--- src/rtl/rcn2avalon_if.sv ---
// Avalon-MM signal bundle between the rcn2avalon bridge (master) and the attached
// Avalon slave.
interface rcn2avalon_if;
    logic [21:0] av_address;
    logic        av_read;
    logic        av_write;
    logic [3:0]  av_byteenable;
    logic [31:0] av_writedata;
    logic        av_waitrequest;
    logic [31:0] av_readdata;
    logic        av_readdatavalid;

    modport master (
        output av_address, av_read, av_write, av_byteenable, av_writedata,
        input  av_waitrequest, av_readdata, av_readdatavalid
    );

    modport slave (
        input  av_address, av_read, av_write, av_byteenable, av_writedata,
        output av_waitrequest, av_readdata, av_readdatavalid
    );
endinterface

--- src/rtl/rcn2avalon.sv ---
// rcn ring target: consumes pending requests in its address window, runs one Avalon-MM
// transfer each, and inserts the response into a later empty slot.
// Optional stall timeout enabled by defining RCN2AVALON_TIMEOUT_EN.
module rcn2avalon #(
    parameter logic [21:0] ADDR_MASK      = 22'h3FFFFF,
    parameter logic [21:0] ADDR_BASE      = 22'h000000,
    parameter logic [15:0] TIMEOUT_CYCLES = 16'd255
) (
    input  logic          av_clk,
    input  logic          av_rst_n,
    input  logic [68:0]   rcn_in,
    output logic [68:0]   rcn_out,
    rcn2avalon_if.master  av
);

    typedef enum logic [1:0] {StIdle, StAvReq, StRdWait, StResp} state_e;

    state_e      r_state, w_state_nxt;
    logic [68:0] r_rin;
    logic [68:0] r_rout, w_rout_nxt;
    logic        r_wr, w_wr_nxt;
    logic [5:0]  r_id, w_id_nxt;
    logic [3:0]  r_mask, w_mask_nxt;
    logic [21:0] r_addr, w_addr_nxt;
    logic [1:0]  r_seq, w_seq_nxt;
    logic [31:0] r_data, w_data_nxt;
    logic        r_rd, w_rd_nxt;
    logic        r_wt, w_wt_nxt;
    logic        w_hit;
    logic        w_my_req;
    logic        w_tmo_hit;

    assign w_hit    = (r_rin[55:34] & ADDR_MASK) == (ADDR_BASE & ADDR_MASK);
    assign w_my_req = r_rin[68] & r_rin[67] & w_hit;

`ifdef RCN2AVALON_TIMEOUT_EN
    logic [15:0] r_tmo, w_tmo_nxt;

    assign w_tmo_hit = (r_tmo == TIMEOUT_CYCLES - 16'd1);

    always_ff @(posedge av_clk or negedge av_rst_n) begin
        if (!av_rst_n) begin
            r_tmo <= '0;
        end else begin
            r_tmo <= w_tmo_nxt;
        end
    end

    always_comb begin
        w_tmo_nxt = r_tmo;
        if (r_state == StIdle) begin
            w_tmo_nxt = '0;
        end else if (r_state == StAvReq || r_state == StRdWait) begin
            w_tmo_nxt = r_tmo + 16'd1;
        end
    end
`else
    logic w_unused_tmo;

    assign w_unused_tmo = ^TIMEOUT_CYCLES;
    assign w_tmo_hit    = 1'b0;
`endif

    always_ff @(posedge av_clk or negedge av_rst_n) begin
        if (!av_rst_n) begin
            r_state <= StIdle;
            r_rin   <= '0;
            r_rout  <= '0;
            r_wr    <= 1'b0;
            r_id    <= '0;
            r_mask  <= '0;
            r_addr  <= '0;
            r_seq   <= '0;
            r_data  <= '0;
            r_rd    <= 1'b0;
            r_wt    <= 1'b0;
        end else begin
            r_state <= w_state_nxt;
            r_rin   <= rcn_in;
            r_rout  <= w_rout_nxt;
            r_wr    <= w_wr_nxt;
            r_id    <= w_id_nxt;
            r_mask  <= w_mask_nxt;
            r_addr  <= w_addr_nxt;
            r_seq   <= w_seq_nxt;
            r_data  <= w_data_nxt;
            r_rd    <= w_rd_nxt;
            r_wt    <= w_wt_nxt;
        end
    end

    always_comb begin
        w_state_nxt = r_state;
        w_rout_nxt  = r_rin;
        w_wr_nxt    = r_wr;
        w_id_nxt    = r_id;
        w_mask_nxt  = r_mask;
        w_addr_nxt  = r_addr;
        w_seq_nxt   = r_seq;
        w_data_nxt  = r_data;
        w_rd_nxt    = r_rd;
        w_wt_nxt    = r_wt;

        unique case (r_state)
            StIdle: begin
                if (w_my_req) begin
                    w_wr_nxt    = r_rin[66];
                    w_id_nxt    = r_rin[65:60];
                    w_mask_nxt  = r_rin[59:56];
                    w_addr_nxt  = r_rin[55:34];
                    w_seq_nxt   = r_rin[33:32];
                    w_data_nxt  = r_rin[31:0];
                    w_rout_nxt  = '0;
                    w_rd_nxt    = ~r_rin[66];
                    w_wt_nxt    = r_rin[66];
                    w_state_nxt = StAvReq;
                end
            end
            StAvReq: begin
                if (!av.av_waitrequest) begin
                    w_rd_nxt    = 1'b0;
                    w_wt_nxt    = 1'b0;
                    w_state_nxt = r_wr ? StResp : StRdWait;
                end else if (w_tmo_hit) begin
                    w_rd_nxt    = 1'b0;
                    w_wt_nxt    = 1'b0;
                    w_data_nxt  = 32'hDEAD_DEAD;
                    w_state_nxt = StResp;
                end
            end
            StRdWait: begin
                if (av.av_readdatavalid) begin
                    w_data_nxt  = av.av_readdata;
                    w_state_nxt = StResp;
                end else if (w_tmo_hit) begin
                    w_data_nxt  = 32'hDEAD_DEAD;
                    w_state_nxt = StResp;
                end
            end
            StResp: begin
                // Insert only into an empty slot; occupied slots pass untouched.
                if (!r_rin[68]) begin
                    w_rout_nxt  = {1'b1, 1'b0, r_wr, r_id, r_mask, r_addr, r_seq, r_data};
                    w_state_nxt = StIdle;
                end
            end
            default: begin
                w_state_nxt = StIdle;
            end
        endcase
    end

    assign rcn_out          = r_rout;
    assign av.av_address    = r_addr;
    assign av.av_read       = r_rd;
    assign av.av_write      = r_wt;
    assign av.av_byteenable = r_mask;
    assign av.av_writedata  = r_data;

endmodule

--- src/flat_wrapper.sv ---
// flat-port wrapper written by rule: the top's interface ports become plain ports
module rcn2avalon_flat 
#(
    parameter logic [21:0] ADDR_MASK      = 22'h3FFFFF,
    parameter logic [21:0] ADDR_BASE      = 22'h000000,
    parameter logic [15:0] TIMEOUT_CYCLES = 16'd255
)
  (av_clk, av_rst_n, rcn_in, rcn_out, av_av_address, av_av_read, av_av_write, av_av_byteenable, av_av_writedata, av_av_waitrequest, av_av_readdata, av_av_readdatavalid);
  rcn2avalon_if av_i ();
  input  logic av_clk;
  input  logic av_rst_n;
  input  logic [68:0] rcn_in;
  output logic [68:0] rcn_out;
  output wire logic [$bits(av_i.av_address)-1:0] av_av_address;
  output wire logic [$bits(av_i.av_read)-1:0] av_av_read;
  output wire logic [$bits(av_i.av_write)-1:0] av_av_write;
  output wire logic [$bits(av_i.av_byteenable)-1:0] av_av_byteenable;
  output wire logic [$bits(av_i.av_writedata)-1:0] av_av_writedata;
  input wire logic [$bits(av_i.av_waitrequest)-1:0] av_av_waitrequest;
  input wire logic [$bits(av_i.av_readdata)-1:0] av_av_readdata;
  input wire logic [$bits(av_i.av_readdatavalid)-1:0] av_av_readdatavalid;
  assign av_av_address = av_i.av_address;
  assign av_av_read = av_i.av_read;
  assign av_av_write = av_i.av_write;
  assign av_av_byteenable = av_i.av_byteenable;
  assign av_av_writedata = av_i.av_writedata;
  assign av_i.av_waitrequest = av_av_waitrequest;
  assign av_i.av_readdata = av_av_readdata;
  assign av_i.av_readdatavalid = av_av_readdatavalid;
  rcn2avalon #(.ADDR_MASK(ADDR_MASK), .ADDR_BASE(ADDR_BASE), .TIMEOUT_CYCLES(TIMEOUT_CYCLES)) u_core (.av_clk(av_clk), .av_rst_n(av_rst_n), .rcn_in(rcn_in), .rcn_out(rcn_out), .av(av_i));
endmodule
--- config.mk ---
export PLATFORM = sky130hd
export DESIGN_NAME = rcn2avalon_flat
export DESIGN_NICKNAME = d
export VERILOG_FILES = /design/src/rtl/rcn2avalon_if.sv /design/src/rtl/rcn2avalon.sv /design/src/flat_wrapper.sv
export SDC_FILE = /design/constraint.sdc
export NUM_CORES = 1
export LEC_CHECK = 0
export BUFFER_PORTS_ARGS = -buffer_cell sky130_fd_sc_hd__buf_2
export CAP_MARGIN = 25
export CORE_MARGIN = 2
export CORE_UTILIZATION = 53
export DETAILED_ROUTE_END_ITERATION = 10
export HOLD_SLACK_MARGIN = 0.05
export PLACE_DENSITY = 0.84
export SLEW_MARGIN = 20
export SYNTH_ARGS = -nofsm -noshare
export SYNTH_HDL_FRONTEND = slang
export SYNTH_SLANG_ARGS = --single-unit
--- constraint.sdc ---
create_clock -name av_clk -period 2.8 [get_ports av_clk]
set_input_delay 0.56 -clock av_clk [delete_from_list [all_inputs] [get_ports av_clk]]
set_output_delay 0.56 -clock av_clk [all_outputs]
set_load 0.05 [all_outputs]
# Word level (Yosys, flattened, before mapping)
# Cells that the tools add are included.
# totals
wordCells	46
regBits	209
in_bits	105
# op_classes
n_reduce_logical	8
n_mux	17
bitwise_logic	3
n_eq_ne	7
# ops
cell	count
one-hot mux 69 bit (2 select lines)	1
two-way mux 69 bit	1
two-way mux 68 bit	1
two-way mux 32 bit	2
one-hot mux 32 bit (2 select lines)	1
zero test 22 bit	1
two-way mux 2 bit	4
one-hot mux 2 bit (4 select lines)	1
inequality test 2 bit, second input constant	3
AND reduction 3 bit	2
equality test 2 bit, second input constant	2
two-way mux 1 bit	4
one-hot mux 1 bit (2 select lines)	2
AND reduction 4 bit	1
nonzero test 2 bit	2
AND 1 bit	2
equality test 2 x 1 -> 1 bit, second input constant	1
zero test 2 bit	1
inequality test 2 x 1 -> 1 bit, second input constant	1
AND reduction 2 bit	1
inverter 1 bit	1

# Logic depth before layout (Yosys ltp)
# Gate-level depths: netlist of the first run.
# logic_depth
depth_word	4
mapped_depth	9
ltp_nobuf	6

# Least setup slack after synthesis of the first run
# OpenSTA, ideal clock, no wires.
# synth_path
kind	reg-to-reg
from	register u_core.r_state[0]
to	register u_core.r_data[13] (netlist: u_core.av.av_writedata[13])
arrival_time_ps	1899
path_stages_with_launch	9
path_buffers	3
slack_ps	830
setup_time_ps	71
path_cell_list	dfrtp_1 -> inv_1 -> ha_1 -> buf_2 -> mux2_2 -> buf_2 -> clkbuf_1 -> a311o_1 -> nor2_1
# synth_between
elab_chain_cells	3
word_cells_on_any_way	7
# synth_rtl
element	line	text
from (decl)	rcn2avalon.sv:18	state_e r_state, w_state_nxt;
from (signal assigned)	rcn2avalon.sv:66	r_state <= StIdle;
from (signal assigned)	rcn2avalon.sv:78	r_state <= w_state_nxt;
equality test 2 bit or zero test 2 bit (tied branches)	rcn2avalon.sv:104	unique case (r_state)
inequality test 2 bit (no source line) (tied with other cells)	n/a	
AND reduction 3 bit (no source line)	n/a	
to (signal assigned)	rcn2avalon.sv:86	r_data <= w_data_nxt;
to (decl)	rcn2avalon.sv:26	logic [31:0] r_data, w_data_nxt;
# Parallel ways exist; a longest one is shown, timed or not.
# A chain may end at the register's enable or synchronous reset.

# Final worst setup path of the first run
# layout_path
from	register u_core.r_rin[45]
to	register u_core.r_rout[14] (netlist: u_core.rcn_out[14])
# layout_between
elab_chain_cells	4
# layout_rtl
element	line	text
from (decl)	rcn2avalon.sv:19	logic [68:0] r_rin;
from (signal assigned)	rcn2avalon.sv:79	r_rin <= rcn_in;
zero test 22 bit	rcn2avalon.sv:33	assign w_hit = (r_rin[55:34] & ADDR_MASK) == (ADDR_BASE & ADDR_MASK);
AND 1 bit	rcn2avalon.sv:34	assign w_my_req = r_rin[68] & r_rin[67] & w_hit;
two-way mux 69 bit	rcn2avalon.sv:106	if (w_my_req) begin
one-hot mux 69 bit (2 select lines)	rcn2avalon.sv:104	
via u_core.w_rout_nxt[14]	rcn2avalon.sv:20	logic [68:0] r_rout, w_rout_nxt;
to (signal assigned)	rcn2avalon.sv:80	r_rout <= w_rout_nxt;
to (decl)	rcn2avalon.sv:20	
# The timed path passes the listed nets, and every way through them passes these cells.

==> reports/metrics.yaml, run 1 <==
internal_power_w: 0.00780
cts.sinks: 209
ctsHoldBuffers: 0
synth_area_leader_cell: "dfrtp_1"
fill_cells: 1221
critPathSlowestCell: "nor4_1"
initial_core_util: 0.545
pwr-share-seq: 0.289
vias_per_cell: 5.98
grt_overflow: 0
drc: 0
synthToLayoutAreaGrowth_pct: 24.1
hpwl_um: 14500
fin_crit_ns: 2.43
io_buffers: 233
clockBufferDepth: 3
crit_family: "simple AND/OR/NAND/NOR gates"
die-area_sq_um: 18200
ir_worst_vdd_mv: 0.794
async_reset_ff_frac: 1.00
p_switching_w: 0.00684
grt-busiest-layer: "met2"
drt-total-wl_um: 23500
post_cts_buffers: 0
synthesis.area_sq_um: 9080
drtIter0Drc: 594
post-place-ws_ns: 0.431
grt_util_met3: 0.0597
use_met1: 0.329
synth_warnings: 0
post_route_cells_drive_above_1_share: 0.302
fmax_mhz: 411
grtUsageMet2: 0.424
period_share: 0.869
die_width_um: 135
total_power_w: 0.0146
row_count: 47
synth_fp_nets: 897
crit_chain: "nor4_1 > nand4_4 > buf_4 > a2111oi_0 > nor2_1"
power_density_nw_per_um2: 1300
core_area_sq_um: 16600
end_kind: "register"
cts_buffers: 22
antenna_found_initial: 3
power_leakage_nw: 5.61
path_max_fanout: 60
finalMaxSlewViolations: 0
vias: 7307
hold_ws_ns: 0.0365
stdcell_area_sq_um: 11300
cp-start-kind: "register"
tritoncts: "yes"
grt_pass1_vias: 7170
rsz0062_at_grt: "false"
power_frac_comb: 0.498
die_height_um: 135
critPathMaxStageDelay_ns: 0.60
crit_buf_inv: 1
cts-root-buf: "clkbuf_16"
grt_max_degree: 87
track_usage: 0.256
yosysUniqueCellTypes: 40
power_frac_clock: 0.213
hold_class: "primary input to async pin"
ctsResizeCount: 0
routedWlPerCell_um: 19.2
syn_inst: 788
cts_max_level: 1
critical_path_class: "register to register"
io_pins: 234
firstDrtPassIters: 5
final_nets: 1095
setup_viol: 0
tightest_slew_ns: 0.740
grt_pass1_wl_um: 37100
crit_arrival_ns: 2.80
hold_viol: 0
skew_ns: 0.00727
switching_share: 0.467
clk_latency_ns: 0.50
path_clk_slew_ns: 0.06
syn_area_per_cell_sq_um: 11.5
outcome: "finished, final reports clean"
ys_ff_latch: 209
yosys-top-cells-area: "dfrtp_1 58%, mux2i_1 7.1%, nor2_1 4.7%, a2111oi_0 4.3%, a22oi_1 3.9%"
cp.required_ns: 3.17
synth_top_cell_area_share: 0.576
place.gp.congestion: 0.773
cap_violations: 0
fin_setup_tns_ns: 0
ant_nets: 0
yosysSeqAreaShare: 0.576
finalWorstSetupSlack_ns: 0.368
synth-edff-count: 0
synth-main-ff-cell: "dfrtp_1"
placed_area_sq_um: 10500
max_slew_margin: 0.506
path summary, 6_finish.rpt:
check	from	endpoint	slack, ns	cells after the start
setup / recovery	u_core.r_rin[45]	u_core.rcn_out[14]	0.37	5
hold / removal	av_rst_n	u_core.r_rin[54]	0.04	1
setup reg to reg	u_core.r_rin[45]	u_core.rcn_out[14]	0.37	5
hold reg to reg	u_core.r_rin[63]	u_core.r_id[3]	0.49	1
max in group asynchronous	av_rst_n	u_core.rcn_out[50]	1.92	2
min in group av_clk	rcn_in[28]	u_core.r_rin[28]	0.16	1
sequential cells by signal, indices dropped and copies added (netlist names):
register	cells
u_core.rcn_out	69
u_core.av.av_writedata	32
u_core.av.av_write	1
u_core.r_wr	1
u_core.av.av_byteenable	4
u_core.av.av_read	1
u_core.r_seq	2
u_core.r_rin	69
u_core.av.av_address	22
u_core.r_id	6
u_core.r_state	2
layer usage:
layer	vias to the layer above	part of all wire
li1	3322	-
met1	3625	0.39
met2	304	0.50
met3	56	0.078
met4	0	0.032
met5	-	0
cell usage in the layout, fill, tap and decap left out, types with 3 or more instances in the layout:
| cell type | instances |
|---|---|
| buf_4 | 11 |
| a22o_1 | 22 |
| clkbuf_16 | 23 |
| a22oi_1 | 47 |
| clkbuf_1 | 3 |
| bufinv_16 | 4 |
| mux2_2 | 5 |
| a2111oi_0 | 45 |
| inv_1 | 3 |
| nor4_1 | 3 |
| mux2_1 | 8 |
| nand2b_1 | 35 |
| a311o_1 | 32 |
| clkbuf_8 | 6 |
| nand2_1 | 7 |
| buf_2 | 232 |
| a21oi_1 | 32 |
| nand4_1 | 32 |
| mux2i_1 | 64 |
| dfrtp_1 | 209 |
| nor2_1 | 112 |
| buf_12 | 6 |
| nor2b_1 | 22 |
| clkinv_2 | 3 |
synth_stat cells, types with 2 or more instances:
library cell and instances:
dfrtp_1 209, nor2_1 113, mux2i_1 64, clkbuf_1 49, a22oi_1 47, a2111oi_0 45
nand2b_1 35, a21oi_1 32, a311o_1 32, nand4_1 32, a22o_1 22, nor2b_1 22
buf_2 17, nand2_1 9, buf_1 8, mux2_1 8, mux2_2 6, ha_1 4
inv_1 3, nor4_1 3, a21boi_0 2, a221oi_1 2, and2_1 2, buf_6 2
nand3_1 2, nor4_2 2, o21a_1 2, o21ai_0 2
power groups by stage:
| stage | registers [W] | logic [W] | clock network (W) |
|---|---|---|---|
| floorplan | 0.00669 | 0.00296 | 0 |
| global placement | 0.00425 | 0.00708 | 0 |
| detailed placement | 0.00427 | 0.00725 | 0 |
| CTS | 0.00422 | 0.00728 | 0.00318 |
| global route | 0.00432 | 0.00783 | 0.00329 |
| finish | 0.00423 | 0.00729 | 0.00312 |
cells by family (layout without fill, tap and decap cells):
kind of cell | after synthesis | in the layout | share of synthesized area
fa+ha+maj | 4 | 4 | 0.00551
flops | 209 | 209 | 0.576
mux | 78 | 78 | 0.0880
buf+inv | 80 | 292 | 0.0371
other cells | 0 | 2 | 0
simple gates | 225 | 225 | 0.125
compound gates | 192 | 192 | 0.168
stage by stage:
stage / cells / util
4_1_cts: 1220 / 0.676
5_1_grt: 1222 / 0.677
6_report: 1222 / 0.677
2_1_floorplan: 788 / -
3_3_place_gp: 1182 / 0.629
3_5_place_dp: 1182 / 0.629
cell type report:
cell class                 instances  area (sq um)  share of cell area
timing repair buffer             250          1380               0.122
tap                              220           275              0.0244
clock inverter                     7           135              0.0120
sequential                       209          5230               0.464
multi-input combinational        499          3570               0.317
antenna                            2          5.00            0.000444
inverter                           4          15.0             0.00133
clock buffer                      31           656              0.0582
No activity file was read; power rests on OpenSTA's default activity.
==> run 2: changes to the inputs <==
Settings changed: CORE_ASPECT_RATIO set to 0.5.
==> reports/metrics.yaml, run 2 (same netlist as run 1, synthesis figures left out) <==
outcome: "finished, final reports clean"
grt_overflow: 0
clk_latency_ns: 0.50
cts_max_level: 1
hold_viol: 0
crit_chain: "inv_1 > ha_2 > inv_1 > nand2_2 > a2111oi_0 > nor2_1"
placed_area_sq_um: 10500
regArea_sq_um: 5230
power_leakage_nw: 5.54
tritoncts: "yes"
cts-root-buf: "clkbuf_16"
multi_input_area_sq_um: 3560
row_count: 33
drc: 0
place.gp.congestion: 0.858
firstDrtPassIters: 5
core_area_sq_um: 16600
antenna_found_initial: 0
rsz0062_at_grt: "false"
period_share: 0.854
ctsResizeCount: 0
cp_common_cell: "inv_1"
fin_setup_tns_ns: 0
drtIter0Drc: 533
max_slew_margin: 0.396
critPathSlowestCell: "a2111oi_0"
power_frac_clock: 0.192
switching_share: 0.479
grt_max_degree: 112
cts.sinks: 209
cp.required_ns: 3.15
setup_viol: 0
final_nets: 1095
final_cell_mix: "232 x buf_2, 209 x dfrtp_1, 112 x nor2_1"
clockBufferDepth: 3
routedWlPerCell_um: 19.2
fill_cells: 1237
final_common_cell: "buf_2"
cap_violations: 0
stdcell_area_sq_um: 11100
grt_pass1_wl_um: 36800
path_clk_slew_ns: 0.07
fin_crit_ns: 2.39
total_power_w: 0.0142
drt-total-wl_um: 23500
post_route_cells_drive_above_1_share: 0.301
synthToLayoutAreaGrowth_pct: 22.6
internal_power_w: 0.00739
hold_class: "primary input to async pin"
track_usage: 0.253
finish.utilization: 0.672
io_pins: 234
die-area_sq_um: 18300
path_max_fanout: 46
post_cts_buffers: 0
crit_buf_inv: 2
vias_per_cell: 5.93
critical_path_class: "register to register"
io_buffers: 233
crit_family: "simple AND/OR/NAND/NOR gates"
die_width_um: 189
crit_arrival_ns: 2.74
reg2reg_depth: 6
critPathMaxStageDelay_ns: 0.60
pwr-share-seq: 0.299
tightest_slew_ns: 0.903
die_height_um: 96.5
worstReg2RegStart: "u_core.r_state[0]"
cts_buffers: 19
ctsHoldBuffers: 0
fmax_mhz: 418
power_frac_comb: 0.509
reg2reg_to: "u_core.rcn_out[27]"
finalMaxSlewViolations: 0
ant_nets: 0
ir_worst_vdd_mv: 0.844
power_density_nw_per_um2: 1270
end_kind: "register"
vias: 7278
cp-start-kind: "register"
p_switching_w: 0.00679
hpwl_um: 14700
r2r_setup_slack_ns: 0.41
initial_core_util: 0.548
grt_pass1_vias: 7232
skew_ns: 0.0127
## run 2: how the worst max path moves through the flow
stage	startpoint	end	slack [ns]	cells after the start
detailed placement	u_core.r_state[0]	u_core.rcn_out[27]	0.46	6
global placement	u_core.r_rin[45]	u_core.av.av_read	0.60	5
global route	u_core.r_state[0]	u_core.rcn_out[30]	0.11	6
CTS	u_core.r_state[0]	u_core.rcn_out[27]	0.45	6
floorplan	u_core.r_state[0]	u_core.av.av_writedata[13]	0.83	8
finish	u_core.r_state[0]	u_core.rcn_out[27]	0.41	6
## run 2: area by class of cell
type,count,share of cell area
clock inverter,8,0.0107
tap,227,0.0255
inverter,4,0.00135
sequential,209,0.470
timing repair buffer,253,0.125
multi-input combinational,499,0.320
antenna,2,0.000450
clock buffer,25,0.0475
## run 2: power by group through the flow
stage,Clock [W],Combinational (W),Sequential [W]
6_report,0.00272,0.00721,0.00424
3_5_place_dp,0,0.00718,0.00429
3_3_place_gp,0,0.00695,0.00426
5_1_grt,0.00291,0.00772,0.00432
2_1_floorplan,0,0.00296,0.00669
4_1_cts,0.00277,0.00720,0.00424
## run 2: routing by layer
layer / up-vias / wire [um] / track usage
met5: - / 0 / 0
met4: 0 / 534 / 0.0885
met3: 46 / 1370 / 0.0441
met2: 261 / 11600 / 0.425
met1: 3633 / 10000 / 0.340
li1: 3338 / - / -
## run 2: metrics by stage
step / setup slack [ns] / cells / hold slack [ns]
global placement: 0.595 / 1192 / 0.468
detailed placement: 0.463 / 1192 / 0.466
CTS: 0.448 / 1225 / 0.0549
finish: 0.407 / 1227 / 0.0354
global route: 0.109 / 1225 / 0.0609
floorplan: 0.830 / 788 / 0.264
==> run 3: changes to the inputs <==
Settings changed: CORE_ASPECT_RATIO 0.5 to 1.4, RECOVER_POWER set to 25.
==> reports/metrics.yaml, run 3 (same netlist as run 1, synthesis figures left out) <==
reg2reg_depth: 7
row_count: 56
final_nets: 1103
endpoint: "u_core.rcn_out[60]"
critical_path_class: "register to register"
fill_cells: 1242
maxUsedRoutingLayer: "met4"
clockBufferDepth: 3
post_cts_buffers: 0
ir_worst_vdd_mv: 0.733
met3_length_um: 1490
cts.sinks: 209
ctsHoldBuffers: 0
period_share: 0.902
fmax_mhz: 396
power_density_nw_per_um2: 1280
grt_pass1_vias: 7381
vias_per_cell: 6.03
stdcell_area_sq_um: 11200
finalMaxSlewViolations: 77
fin_setup_tns_ns: 0
r2r_setup_slack_ns: 0.27
worstReg2RegStart: "u_core.r_state[0]"
hold_class: "primary input to register"
track_usage: 0.252
total_power_w: 0.0142
fin_crit_ns: 2.53
tritoncts: "yes"
outcome: "finished with violations"
finish.utilization: 0.666
path_max_fanout: 20
cap_violations: 1
cts-root-buf: "clkbuf_16"
firstDrtPassIters: 5
grt_overflow: 0
power_leakage_nw: 5.57
tightest_slew_ns: 1.98
grt_pass1_wl_um: 37200
die_width_um: 115
die_height_um: 159
post_route_cells_drive_above_1_share: 0.303
cp-start-kind: "register"
io_buffers: 233
io_pins: 234
cts_buffers: 21
cp.required_ns: 3.15
antenna_found_initial: 2
drtIter0Drc: 558
reg2reg_to: "u_core.rcn_out[60]"
max_slew_margin: -0.322
setup_viol: 0
hold_viol: 0
initial_core_util: 0.542
met1_length_um: 8960
ant_nets: 0
dr_wl_met2_um: 12100
clk_latency_ns: 0.49
final_cell_mix: "229 x buf_2, 209 x dfrtp_1, 112 x nor2_1"
hold_ws_ns: 0.174
placed_area_sq_um: 10500
path_clk_slew_ns: 0.06
drt-total-wl_um: 23200
skew_ns: 0.00857
synthToLayoutAreaGrowth_pct: 22.9
final_common_cell: "buf_2"
drc: 0
hpwl_um: 15000
cts_max_level: 1
grt_max_degree: 79
place.gp.congestion: 0.785
core_area_sq_um: 16700
vias: 7316
critPathLaunch: "u_core.r_state[0]"
violations: "max-capacitance violations, max-slew violations"
rsz0062_at_grt: "false"
ctsResizeCount: 0
routedWlPerCell_um: 19.1
die-area_sq_um: 18200
crit_arrival_ns: 2.88
end_kind: "register"
run 3: how the worst min path moves through the flow:
stage | start | end | slack [ns] | cells past startpoint
2_1_floorplan | av_rst_n | u_core.av.av_address[0] | 0.26 | 0
3_3_place_gp | u_core.r_rin[32] | u_core.r_seq[0] | 0.47 | 1
3_5_place_dp | u_core.r_rin[67] | u_core.rcn_out[67] | 0.47 | 1
4_1_cts | av_rst_n | u_core.rcn_out[61] | 0.12 | 1
5_1_grt | rcn_in[9] | u_core.r_rin[9] | 0.16 | 1
6_report | rcn_in[17] | u_core.r_rin[17] | 0.17 | 1
run 3: layout make-up:
cell class	instances	area, sq um	area share
clock inverters	8	96.3	0.00864
repair buffers	259	1400	0.125
inverters	4	15.0	0.00135
clock buffers	29	596	0.0534
multi-input cells	499	3560	0.319
diodes	2	5.00	0.000449
well taps	203	254	0.0228
flip-flops and latches	209	5230	0.469
run 3: critical path: stages, from the launching register on:
cell and delay [ns]:
dfrtp_1 0.43, inv_1 0.11, ha_2 0.31, inv_1 0.14, nand2_1 0.43, buf_4 0.39, a2111oi_0 0.47, nor2_1 0.11
run 3: report_power, final:
part	total (W)	switching (W)	internal [W]
clock network	0.00281	0.00113	0.00167
registers	0.00424	0.000439	0.00380
logic	0.00720	0.00520	0.00199
run 3: metal layers:
metal | up-vias | GRT usage
li1 | 3339 | -
met1 | 3631 | 0.312
met2 | 299 | 0.439
met3 | 47 | 0.0416
met4 | 0 | 0.0920
met5 | - | 0
run 3: per-stage QoR:
| stage | worst slack (ns) | cells |
|---|---|---|
| 6_report | 0.274 | 1213 |
| 5_1_grt | 0.00667 | 1212 |
| 4_1_cts | 0.313 | 1211 |
| 3_5_place_dp | 0.390 | 1174 |
| 3_3_place_gp | 0.514 | 1174 |
| 2_1_floorplan | 0.830 | 788 |
